===== config.mk =====
export PLATFORM = sky130hd
export DESIGN_NAME = period_meter
export DESIGN_NICKNAME = d
export VERILOG_FILES = /design/src/rtl/period_meter.sv
export SDC_FILE = /design/constraint.sdc
export NUM_CORES = 1
export LEC_CHECK = 0
export ABC_AREA = 1
export CORE_ASPECT_RATIO = 1.25
export CORE_MARGIN = 2
export CORE_UTILIZATION = 40
export CTS_CLUSTER_DIAMETER = 40
export CTS_CLUSTER_SIZE = 10
export DETAILED_ROUTE_END_ITERATION = 10
export HOLD_SLACK_MARGIN = 0.12
export PLACE_DENSITY = 0.73
export SETUP_SLACK_MARGIN = 0.1
export SLEW_MARGIN = 20
export SYNTH_ARGS = -nofsm -noshare
export SYNTH_HDL_FRONTEND = slang
export SYNTH_SLANG_ARGS = --single-unit

===== constraint.sdc =====
create_clock -name clk -period 1.6 [get_ports clk]
set_clock_uncertainty 0.05 [all_clocks]
set_input_delay 0.32 -clock clk [delete_from_list [all_inputs] [get_ports clk]]
set_output_delay 0.32 -clock clk [all_outputs]
set_load 0.02 [all_outputs]

===== src/rtl/period_meter.sv =====
`default_nettype none
// ============================================================================
// Module      : period_meter
// Description : Measures the period of sig_in, counted in clk cycles between
//               consecutive rising edges, and the number of high cycles within
//               that period. Each result is offered on a valid/ready handshake.
//               If a new result arrives while an older one is still unaccepted,
//               the new result is dropped and the sticky overrun flag is set.
// Ports       : clk         - single clock, rising edge
//               rst_n       - synchronous active-low reset
//               sig_in      - measured signal, already synchronous to clk
//               enable      - measurement enable
//               period_out  - clk cycles between two sig_in rising edges
//               high_out    - clk cycles sig_in was high within that period
//               sat_out     - period counter saturated for this result
//               meas_valid  - a result is held on the outputs
//               meas_ready  - consumer accepts the held result
//               overrun     - sticky; a result was dropped (clears on reset)
// Revision    : 1.0 - initial release
// ============================================================================
module period_meter #(
  parameter int CNT_W = 16
) (
  input  logic             clk,
  input  logic             rst_n,
  input  logic             sig_in,
  input  logic             enable,
  output logic [CNT_W-1:0] period_out,
  output logic [CNT_W-1:0] high_out,
  output logic             sat_out,
  output logic             meas_valid,
  input  logic             meas_ready,
  output logic             overrun
);

  typedef enum logic [1:0] {
    IDLE = 2'd0,
    ARM  = 2'd1,
    MEAS = 2'd2
  } state_t;

  localparam logic [CNT_W-1:0] CNT_MAX  = '1;
  localparam logic [CNT_W-1:0] CNT_ZERO = '0;
  localparam logic [CNT_W-1:0] CNT_ONE  = CNT_W'(1);

  state_t           state_q;
  logic             sig_q;
  logic [CNT_W-1:0] cnt_q;
  logic [CNT_W-1:0] hcnt_q;
  logic             sat_q;

  logic             rise;
  logic             cnt_at_max;
  logic             hcnt_at_max;
  logic             capture;
  logic             accept;

  assign rise        = sig_in & ~sig_q;
  assign cnt_at_max  = (cnt_q == CNT_MAX);
  assign hcnt_at_max = (hcnt_q == CNT_MAX);
  // A rise only closes a period when the block is still enabled; a rise on
  // the same edge that enable drops belongs to the discarded partial period.
  assign capture     = (state_q == MEAS) && enable && rise;
  assign accept      = meas_valid && meas_ready;

  always_ff @(posedge clk) begin
    if (!rst_n) begin
      state_q    <= IDLE;
      sig_q      <= 1'b0;
      cnt_q      <= CNT_ZERO;
      hcnt_q     <= CNT_ZERO;
      sat_q      <= 1'b0;
      period_out <= CNT_ZERO;
      high_out   <= CNT_ZERO;
      sat_out    <= 1'b0;
      meas_valid <= 1'b0;
      overrun    <= 1'b0;
    end else begin
      sig_q <= sig_in;

      // Measurement state machine
      case (state_q)
        IDLE: begin
          cnt_q  <= CNT_ZERO;
          hcnt_q <= CNT_ZERO;
          sat_q  <= 1'b0;
          if (enable) begin
            state_q <= ARM;
          end
        end

        ARM: begin
          if (!enable) begin
            state_q <= IDLE;
            cnt_q   <= CNT_ZERO;
            hcnt_q  <= CNT_ZERO;
            sat_q   <= 1'b0;
          end else if (rise) begin
            // The rise cycle itself is the first cycle of the period and is high.
            state_q <= MEAS;
            cnt_q   <= CNT_ONE;
            hcnt_q  <= CNT_ONE;
            sat_q   <= 1'b0;
          end
        end

        MEAS: begin
          if (!enable) begin
            state_q <= IDLE;
            cnt_q   <= CNT_ZERO;
            hcnt_q  <= CNT_ZERO;
            sat_q   <= 1'b0;
          end else if (rise) begin
            cnt_q  <= CNT_ONE;
            hcnt_q <= CNT_ONE;
            sat_q  <= 1'b0;
          end else begin
            if (!cnt_at_max) begin
              cnt_q <= cnt_q + CNT_ONE;
            end else begin
              sat_q <= 1'b1;
            end
            if (sig_in && !hcnt_at_max) begin
              hcnt_q <= hcnt_q + CNT_ONE;
            end
          end
        end

        default: begin
          state_q <= IDLE;
        end
      endcase

      // Result holding register: a capture loads when the slot is empty or
      // is being emptied on this very edge; otherwise the capture is lost.
      if (capture && (!meas_valid || meas_ready)) begin
        period_out <= cnt_q;
        high_out   <= hcnt_q;
        sat_out    <= sat_q;
        meas_valid <= 1'b1;
      end else if (accept) begin
        meas_valid <= 1'b0;
      end

      if (capture && meas_valid && !meas_ready) begin
        overrun <= 1'b1;
      end
    end
  end

endmodule
`default_nettype wire


After elaboration in Yosys (flattened, before gate mapping)
Cells that the tools add are included.
{ "word_totals": {"latchBits": 0, "in_bits": 5, "rom_bits": 0, "out_inout_bits": 35, "word_cells": 65, "reg_bits": 71, "ramBits": 0, "n_memories": 0} }
{ "op_classes": {"add_sub_neg": 2, "multipliers": 0, "shifts": 0, "n_reduce_logical": 18, "n_eq_ne": 10, "muxes": 23, "n_lt_le_gt_ge": 0, "n_bitwise": 2, "n_div": 0} }
{ "ops": {"columns": ["operator", "count"], "rows": [
  ["$mux 16", 8],
  ["$pmux 16 s3", 2],
  ["$add 16x1->16 const B", 2],
  ["$eq 16x16->1 const B", 2],
  ["$reduce_and 3->1", 4],
  ["$mux 2", 4],
  ["$ne 4x4->1 const B", 2],
  ["$logic_and 1x1->1", 7],
  ["$mux 1", 7],
  ["$pmux 2 s3", 1],
  ["$ne 2x2->1 const B", 2],
  ["$ne 4x3->1 const B", 1],
  ["$logic_not 1->1", 3],
  ["$ne 3x3->1 const B", 1],
  ["$pmux 1 s3", 1],
  ["$reduce_bool 3->1", 1],
  ["$eq 2x1->1 const B", 1],
  ["$eq 2x2->1 const B", 1],
  ["$logic_not 2->1", 1],
  ["$reduce_bool 2->1", 1],
  ["$and 1x1->1", 1],
  ["$logic_or 1x1->1", 1],
  ["$not 1->1", 1]
]} }

Logic depth before layout (Yosys ltp)
Gate-level depths: netlist of the first run.
{ "depth": {"ltp_word": 7, "depth_mapped": 14} }

Least setup slack after synthesis of the first run
OpenSTA, ideal clock, no wires.
{ "synth_timing": {"path_type": "register to register", "startpoint": "register state_q[1]", "endpoint": "register hcnt_q[11]", "arrival_time_ns": 1.412, "path_stages_with_launch": 14, "setup_time_ns": 0.114, "path_slack_ns": 0.024, "cell_sequence": "dfxtp_1 > inv_1 > ha_1 > nand2_1 > clkinv_1 > nand2_2 > nand2_4 > inv_2 > nand2_2 > nand2_4 > buf_6 > nand2_1 > nand2_1 > nor2_1"} }
{ "synth_via": {"elab_chain_cells": 3} }
{ "synth_rtl": {"columns": ["element", "line_no", "text"], "rows": [
  ["start, declared", "46", "state_t state_q;"],
  ["start signal, assigned", "68", "state_q <= IDLE;"],
  ["start signal, assigned", "88", "state_q <= ARM;"],
  ["start signal, assigned", "94", "state_q <= IDLE;"],
  ["$eq 2x2->1, or another cell as far along", "82", "case (state_q)"],
  ["$ne 4x3->1 (no source line), or another cell as far along", null, null],
  ["$reduce_and 3->1 (no source line)", null, null],
  ["end signal, assigned", "124", "hcnt_q <= hcnt_q + CNT_ONE;"],
  ["end, declared", "49", "logic [CNT_W-1:0] hcnt_q;"]
]} }
Several ways; a longest one is shown, not always the timed one.
A chain may end at the register's enable or synchronous reset.

Final worst setup path of the first run
{ "layout_timing": {"startpoint": "register state_q[1]", "endpoint": "register state_q[0]"} }
{ "layout_via": {"elab_chain_cells": 3} }
{ "layout_rtl": {"columns": ["element", "line_no"], "rows": [
  ["$eq 2x1->1, or another cell as far along", "82"],
  ["$ne 3x3->1 (no source line) or $ne 2x2->1 (tied branches)", null],
  ["$reduce_and 3->1 (no source line)", null]
]} }
Several ways; a longest one is shown, not always the timed one.

==> flow_summary.yaml, run 1 <==
layout:
  finalNonFillerCells: 763
  final_common_cell: "nand2_1"
  final_area_sq_um: 5680
  final_layout_size_suffix_gt1_share_pct: 38.9
  diodes: 0
  area_growth_syn_to_layout_pct: 58.7
  nNetsFinal: 649
  most-common-layout-cells: "nand2_1, dfxtp_1, buf_4"
floorplan:
  pin_count: 40
  die_w_um: 88.6
  die_h_um: 110
  coreArea_sq_um: 8700
  die-area_sq_um: 9730
  start_util_pct: 41.1
  rows: 38
power_and_ir_drop:
  comb_power_share_pct: 16.5
  total_power_w: 0.00415
  ir_drop_v: 0.000403
  clkPwrFrac_pct: 39.8
  p_switching_w: 0.00116
  pwr-share-seq_pct: 43.7
  cellPowerDensity_nw_per_um2: 731
  swShare_pct: 27.9
  power.internal_w: 0.00300
  cellLeakagePower_nw: 2.31
setup_path:
  critPathKind: "register to register"
  timing.rr.start: "state_q[1]$_SDFFE_PN0P_"
  path_delay_family: "compound AO/OA/AOI/OAI gates"
  start_kind: "register"
  cp-end-kind: "register"
  path_cells: "inv_4 -> ha_4 -> nand2_4 -> clkinv_4 -> nand2_4 -> buf_4 -> buf_4 -> o211ai_1 -> nor2_1 -> a211oi_1"
  slowest_delay_ns: 0.37
  worst-endpoint-arrival_ns: 1.91
  ff2ff_path_depth: 10
  required_ns: 1.78
  rrSetupSlack_ns: -0.13
  critical_path.slowest_cell: "dfxtp_4"
  r2r-end: "state_q[0]$_SDFFE_PN0P_"
  crit_path_max_fanout: 3
  crit_buf_inv: 4
sta:
  hold_violations: 0
  period_share_pct: 108
  rsz0062_at_grt: "yes"
  maxSlewHeadroom_pct: 75.0
  fin_crit_ns: 1.73
  drv_slew: 0
  fmax_mhz: 577
  setup_violations: 39
  fin_ws_ns: -0.134
  worst_slew_pin_slew_ns: 0.372
run_status:
  status: "finished with violations"
  violations: "setup timing"
place:
  place_ws_ns: -0.355
  dp.final_hpwl_um: 7010
  dpl_cell_area_sq_um: 4520
  place_inst: 725
  io_buffer_count: 39
  gp_congestion: 0.882
worst_hold_path:
  min_to: "period_out[5]$_SDFFE_PN0P_"
  hold_depth: 2
  hold_start: "period_out[5]$_SDFFE_PN0P_"
  hp-class: "register to register"
global_route:
  grt_max_degree: 24
  grt_pass1_wl_um: 18400
  overflow: 0
  grt_usage_pct: 24.6
  grt_pass1_vias: 3978
  antenna_found_initial: 0
logic_synthesis:
  avgSynthCellArea_sq_um: 6.73
  synth-seq-cells: 71
  netlist_top_cells_area: "dfxtp_1, nand2_1, a21oi_1"
  synth_cell_type_count: 29
  netlist.area_leader.share_pct: 39.7
  ys_seq_area_share_pct: 39.7
  syn_inst: 532
  synth.net_count: 543
  synth_top_area_cell: "dfxtp_1"
  syn_area_sq_um: 3580
  yosysWarnings: 0
clock_tree:
  clkSinkCount: 71
  htreeDepth: 3
  clock_path_buffers: 2
  cts.reportedPaths.clkPinSlew_ns: 0.08
  cts-root-buf: "clkbuf_8"
  tritoncts: "built"
  cts-buffers-inserted: 9
  clk_latency_ns: 0.37
detailed_routing:
  vias_per_cell: 5.42
  wl_um: 12600
  route.detailed.drc: 0
  ant_nets: 0
  drtIter0Drc: 429
  via_count: 4135
  drt-pass1-iter-count: 5
  wire_per_inst_um: 16.4
run:
  maxCapViolCount: 0
[power by group through the flow]
stage | logic [W] | clock network (W) | registers (W)
6_report | 0.000683 | 0.00165 | 0.00182
5_1_grt | 0.000714 | 0.00173 | 0.00182
4_1_cts | 0.000599 | 0.00165 | 0.00181
3_5_place_dp | 0.000418 | 0 | 0.00184
3_3_place_gp | 0.000408 | 0 | 0.00184
2_1_floorplan | 0.000262 | 0 | 0.00185
[flip-flops by register name, indices dropped and copies added (netlist names)]
name	count
cnt_q	16
hcnt_q	16
high_out	16
meas_valid	1
overrun	1
period_out	16
sat_out	1
sat_q	1
sig_q	1
state_q	2
[cell families after synthesis]
family | after synthesis | share of synthesized area [%]
AND/OR/NAND/NOR | 301 | 36.8
AO/OA/AOI/OAI | 81 | 12.0
buffers and inverters | 73 | 9.40
flip-flops | 71 | 39.7
adder cells (fa/ha/maj) | 6 | 2.10
[through the flow]
step	setup TNS (ns)	util [%]	hold WS [ns]
after global routing	-4.10	65.3	0.427
final	-0.712	65.3	0.406
after CTS	0	60.2	0.409
after global placement	-17.46	52.0	0.397
after floorplan	0	-	0.363
after detailed placement	-19.91	52.0	0.399
[worst reg2reg max path, delay by kind of cell, from the launching register on]
family	cells	cell delay, ns
adders and majority gates	1	0.12
buffers and inverters	4	0.39
and+or+nand+nor	3	0.19
DFF	1	0.37
AOI/OAI and AO/OA	2	0.47
[synth_stat cells (all sizes together)]
cell type	n
clkinv	2
nand4	6
buf	15
dfxtp	71
nand3	59
clkbuf	7
inv	49
nor2	70
nand2	162
and2	1
nor3	2
or2	1
ha	6
a21oi	62
a211oi	1
a31oi	1
o211ai	1
o21ai	16
[per-layer routing]
layer / up-vias / share of wire, % / track usage [%]
met5: - / 0 / 0
met4: 0 / 5.8 / 14.1
met3: 71 / 5.4 / 5.86
li1: 1925 / - / -
met2: 194 / 52 / 43.7
met1: 1945 / 37 / 26.1
[how the worst max path moves through the flow]
stage	startpoint	endpoint	slack, ns	cells after the start
after floorplan	state_q[0]$_SDFFE_PN0P_	high_out[0]$_SDFFE_PN0P_	0.10	8
after global placement	enable	high_out[8]$_SDFFE_PN0P_	-0.32	6
after detailed placement	enable	high_out[8]$_SDFFE_PN0P_	-0.36	6
after CTS	state_q[1]$_SDFFE_PN0P_	hcnt_q[8]$_SDFFE_PN0P_	0.003	13
after global routing	cnt_q[1]$_SDFFE_PN0P_	cnt_q[15]$_SDFFE_PN0P_	-0.14	10
final	state_q[1]$_SDFFE_PN0P_	state_q[0]$_SDFFE_PN0P_	-0.13	10
[area by class of cell]
cell class,count,area [sq um]
sequential,71,1460
timing repair buffer,113,1160
multi-input combinational,392,2480
fill,634,3020
clock inverter,5,81.3
clock buffer,11,141
tap,120,150
inverter,51,211
[timing repair]
action	in CTS	in global routing
resized for setup	128	105
gates cloned	8	2
hold buffers	0	0
buffers inserted	10	2
endpoints found under the setup margin	102	70
pin swaps	36	22
(Power assumes the default switching activity.)
==> inputs of run 2 (changes only) <==
CORE_UTILIZATION = 35   (was 40)
CTS_CLUSTER_SIZE = 16   (was 10)
PLACE_DENSITY = 0.67   (was 0.73)
SLEW_MARGIN = default   (was 20)
==> run 2 against run 1 <==
The run still ends with setup timing left. First-iteration DRC count fell by 40%. Flip-flop and latch count unchanged. Critical path type unchanged. Sequential share of layout area fell by 1.9 points. Maximum frequency up 2.4%. Global-route usage decreased by 3.0 points. Critical path depth up 1. Clock power increased by 24%. Count of clock-buffer cells in the layout decreased by 1. Setup slack improved by 0.040 ns. Register-to-register slack improved by 0.04 ns. Highest routed layer unchanged. Design area rose by 7.1%.
==> flow_summary.yaml, run 2 (synthesis gave the netlist of run 1 again) <==
layout:
  final_layout_size_suffix_gt1_share_pct: 47.1
  final_area_sq_um: 6080
  area_growth_syn_to_layout_pct: 70.0
  fillers: 806
  multiInputGateArea_sq_um: 2750
  most-common-layout-cells: "nand2_1, buf_4, dfxtp_1"
  final_common_cell: "nand2_1"
  nNetsFinal: 664
  diodes: 0
  seq_area_sq_um: 1450
  final_util_pct: 60.8
global_route:
  grt_pass1_wl_um: 18400
  grt_usage_pct: 21.6
  grt_pass1_vias: 4010
  antenna_found_initial: 0
  grt_max_degree: 42
  overflow: 0
sta:
  hold_violations: 0
  timing.hold.ws_ns: 0.409
  fmax_mhz: 590
  fin_crit_ns: 1.69
  setup_violations: 18
  setup_tns_ns: -0.549
  rsz0062_at_grt: "yes"
  worst_slew_pin_slew_ns: 0.382
  drv_slew: 0
  fin_ws_ns: -0.0938
  maxSlewHeadroom_pct: 74.5
  period_share_pct: 106
clock_tree:
  clock_path_buffers: 2
  clkSinkCount: 71
  clk_latency_ns: 0.35
  cts.reportedPaths.clkPinSlew_ns: 0.06
  htreeDepth: 3
  tritoncts: "built"
  cts-buffers-inserted: 9
  cts_hold_buffers: 0
  cts-root-buf: "clkbuf_16"
power_and_ir_drop:
  cellLeakagePower_nw: 2.42
  ir_drop_v: 0.000524
  cellPowerDensity_nw_per_um2: 750
detailed_routing:
  wl_met1_um: 4810
  via_count: 4226
  wl_um: 13400
  ant_nets: 0
  top_layer_used: "met4"
  route.met3.wl_um: 713
  route.detailed.drc: 0
  drtIter0Drc: 258
  drt-pass1-iter-count: 5
  vias_per_cell: 5.37
  route.met2.wl_um: 7200
  wire_per_inst_um: 17.0
run_status:
  violations: "setup timing"
  status: "finished with violations"
setup_path:
  critical_path.slowest_cell: "dfxtp_4"
  cp-end-kind: "register"
  path_cells: "inv_4 -> ha_4 -> nand2_4 -> a21oi_4 -> nand2_2 -> buf_6 -> a21oi_4 -> nand2_1 -> nand3_1 -> nand2_1 -> inv_1"
  worst-endpoint-arrival_ns: 1.93
  start_kind: "register"
  critPathKind: "register to register"
  required_ns: 1.84
  crit_path_max_fanout: 5
  slowest_delay_ns: 0.36
floorplan:
  start_util_pct: 35.8
  die-area_sq_um: 11100
  pin_count: 40
  die_h_um: 117
  rows: 41
  coreArea_sq_um: 10000
  die_w_um: 94.5
place:
  dp.final_hpwl_um: 7510
  io_buffer_count: 39
  gp_congestion: 0.874
  dpl_cell_area_sq_um: 4570
run:
  maxCapViolCount: 0
worst_hold_path:
  hp-class: "primary input to register"
-- run 2: through the flow --
stage | instances | setup slack [ns] | total power (W)
global route | 787 | -0.180 | 0.00469
detailed placement | 746 | -0.444 | 0.00226
global placement | 746 | -0.376 | 0.00225
finish | 787 | -0.0938 | 0.00457
CTS | 775 | -0.0217 | 0.00446
floorplan | 532 | 0.101 | 0.00211
-- run 2: cell type report --
type,count,area share [%]
clock buffer,10,3.93
clock inverter,6,0.987
inverter,51,3.52
multi-input combinational,392,45.2
sequential,71,23.8
tap,129,2.65
timing repair buffer,128,19.9
-- run 2: path summary, 6_finish.rpt --
path	start	to	slack, ns	cells after the start
worst max-delay path	state_q[0]$_SDFFE_PN0P_	cnt_q[7]$_SDFFE_PN0P_	-0.09	11
worst max register to register	state_q[0]$_SDFFE_PN0P_	cnt_q[7]$_SDFFE_PN0P_	-0.09	11
worst min-delay path	sig_in	sig_q$_SDFF_PN0_	0.41	3
worst min register to register	high_out[6]$_SDFFE_PN0P_	high_out[6]$_SDFFE_PN0P_	0.41	2
-- run 2: routing by layer --
| layer | up-vias | track usage, % |
|---|---|---|
| li1 | 1958 | - |
| met1 | 2006 | 21.8 |
| met2 | 200 | 40.9 |
| met3 | 62 | 4.55 |
| met4 | 0 | 12.2 |
| met5 | - | 0 |
-- run 2: repair_timing --
action	CTS	global route
setup endpoints to repair	103	67
buffers inserted	7	7
hold endpoints to repair	0	0
resized for setup	150	154
cloned	6	6
pin swaps	31	33
-- run 2: report_power, final --
part           total, W  internal, W  switching, W
combinational  0.000709     0.000289      0.000420
clock           0.00204      0.00124      0.000798
sequential      0.00182      0.00179     0.0000274
total           0.00457      0.00332       0.00124
-- run 2: critical path: cells and delay by family (launching register included) --
family / cells / cell delay, ns
simple gates: 5 / 0.42
compound gates: 2 / 0.33
fa+ha+maj: 1 / 0.15
buf+inv: 3 / 0.32
flops: 1 / 0.36
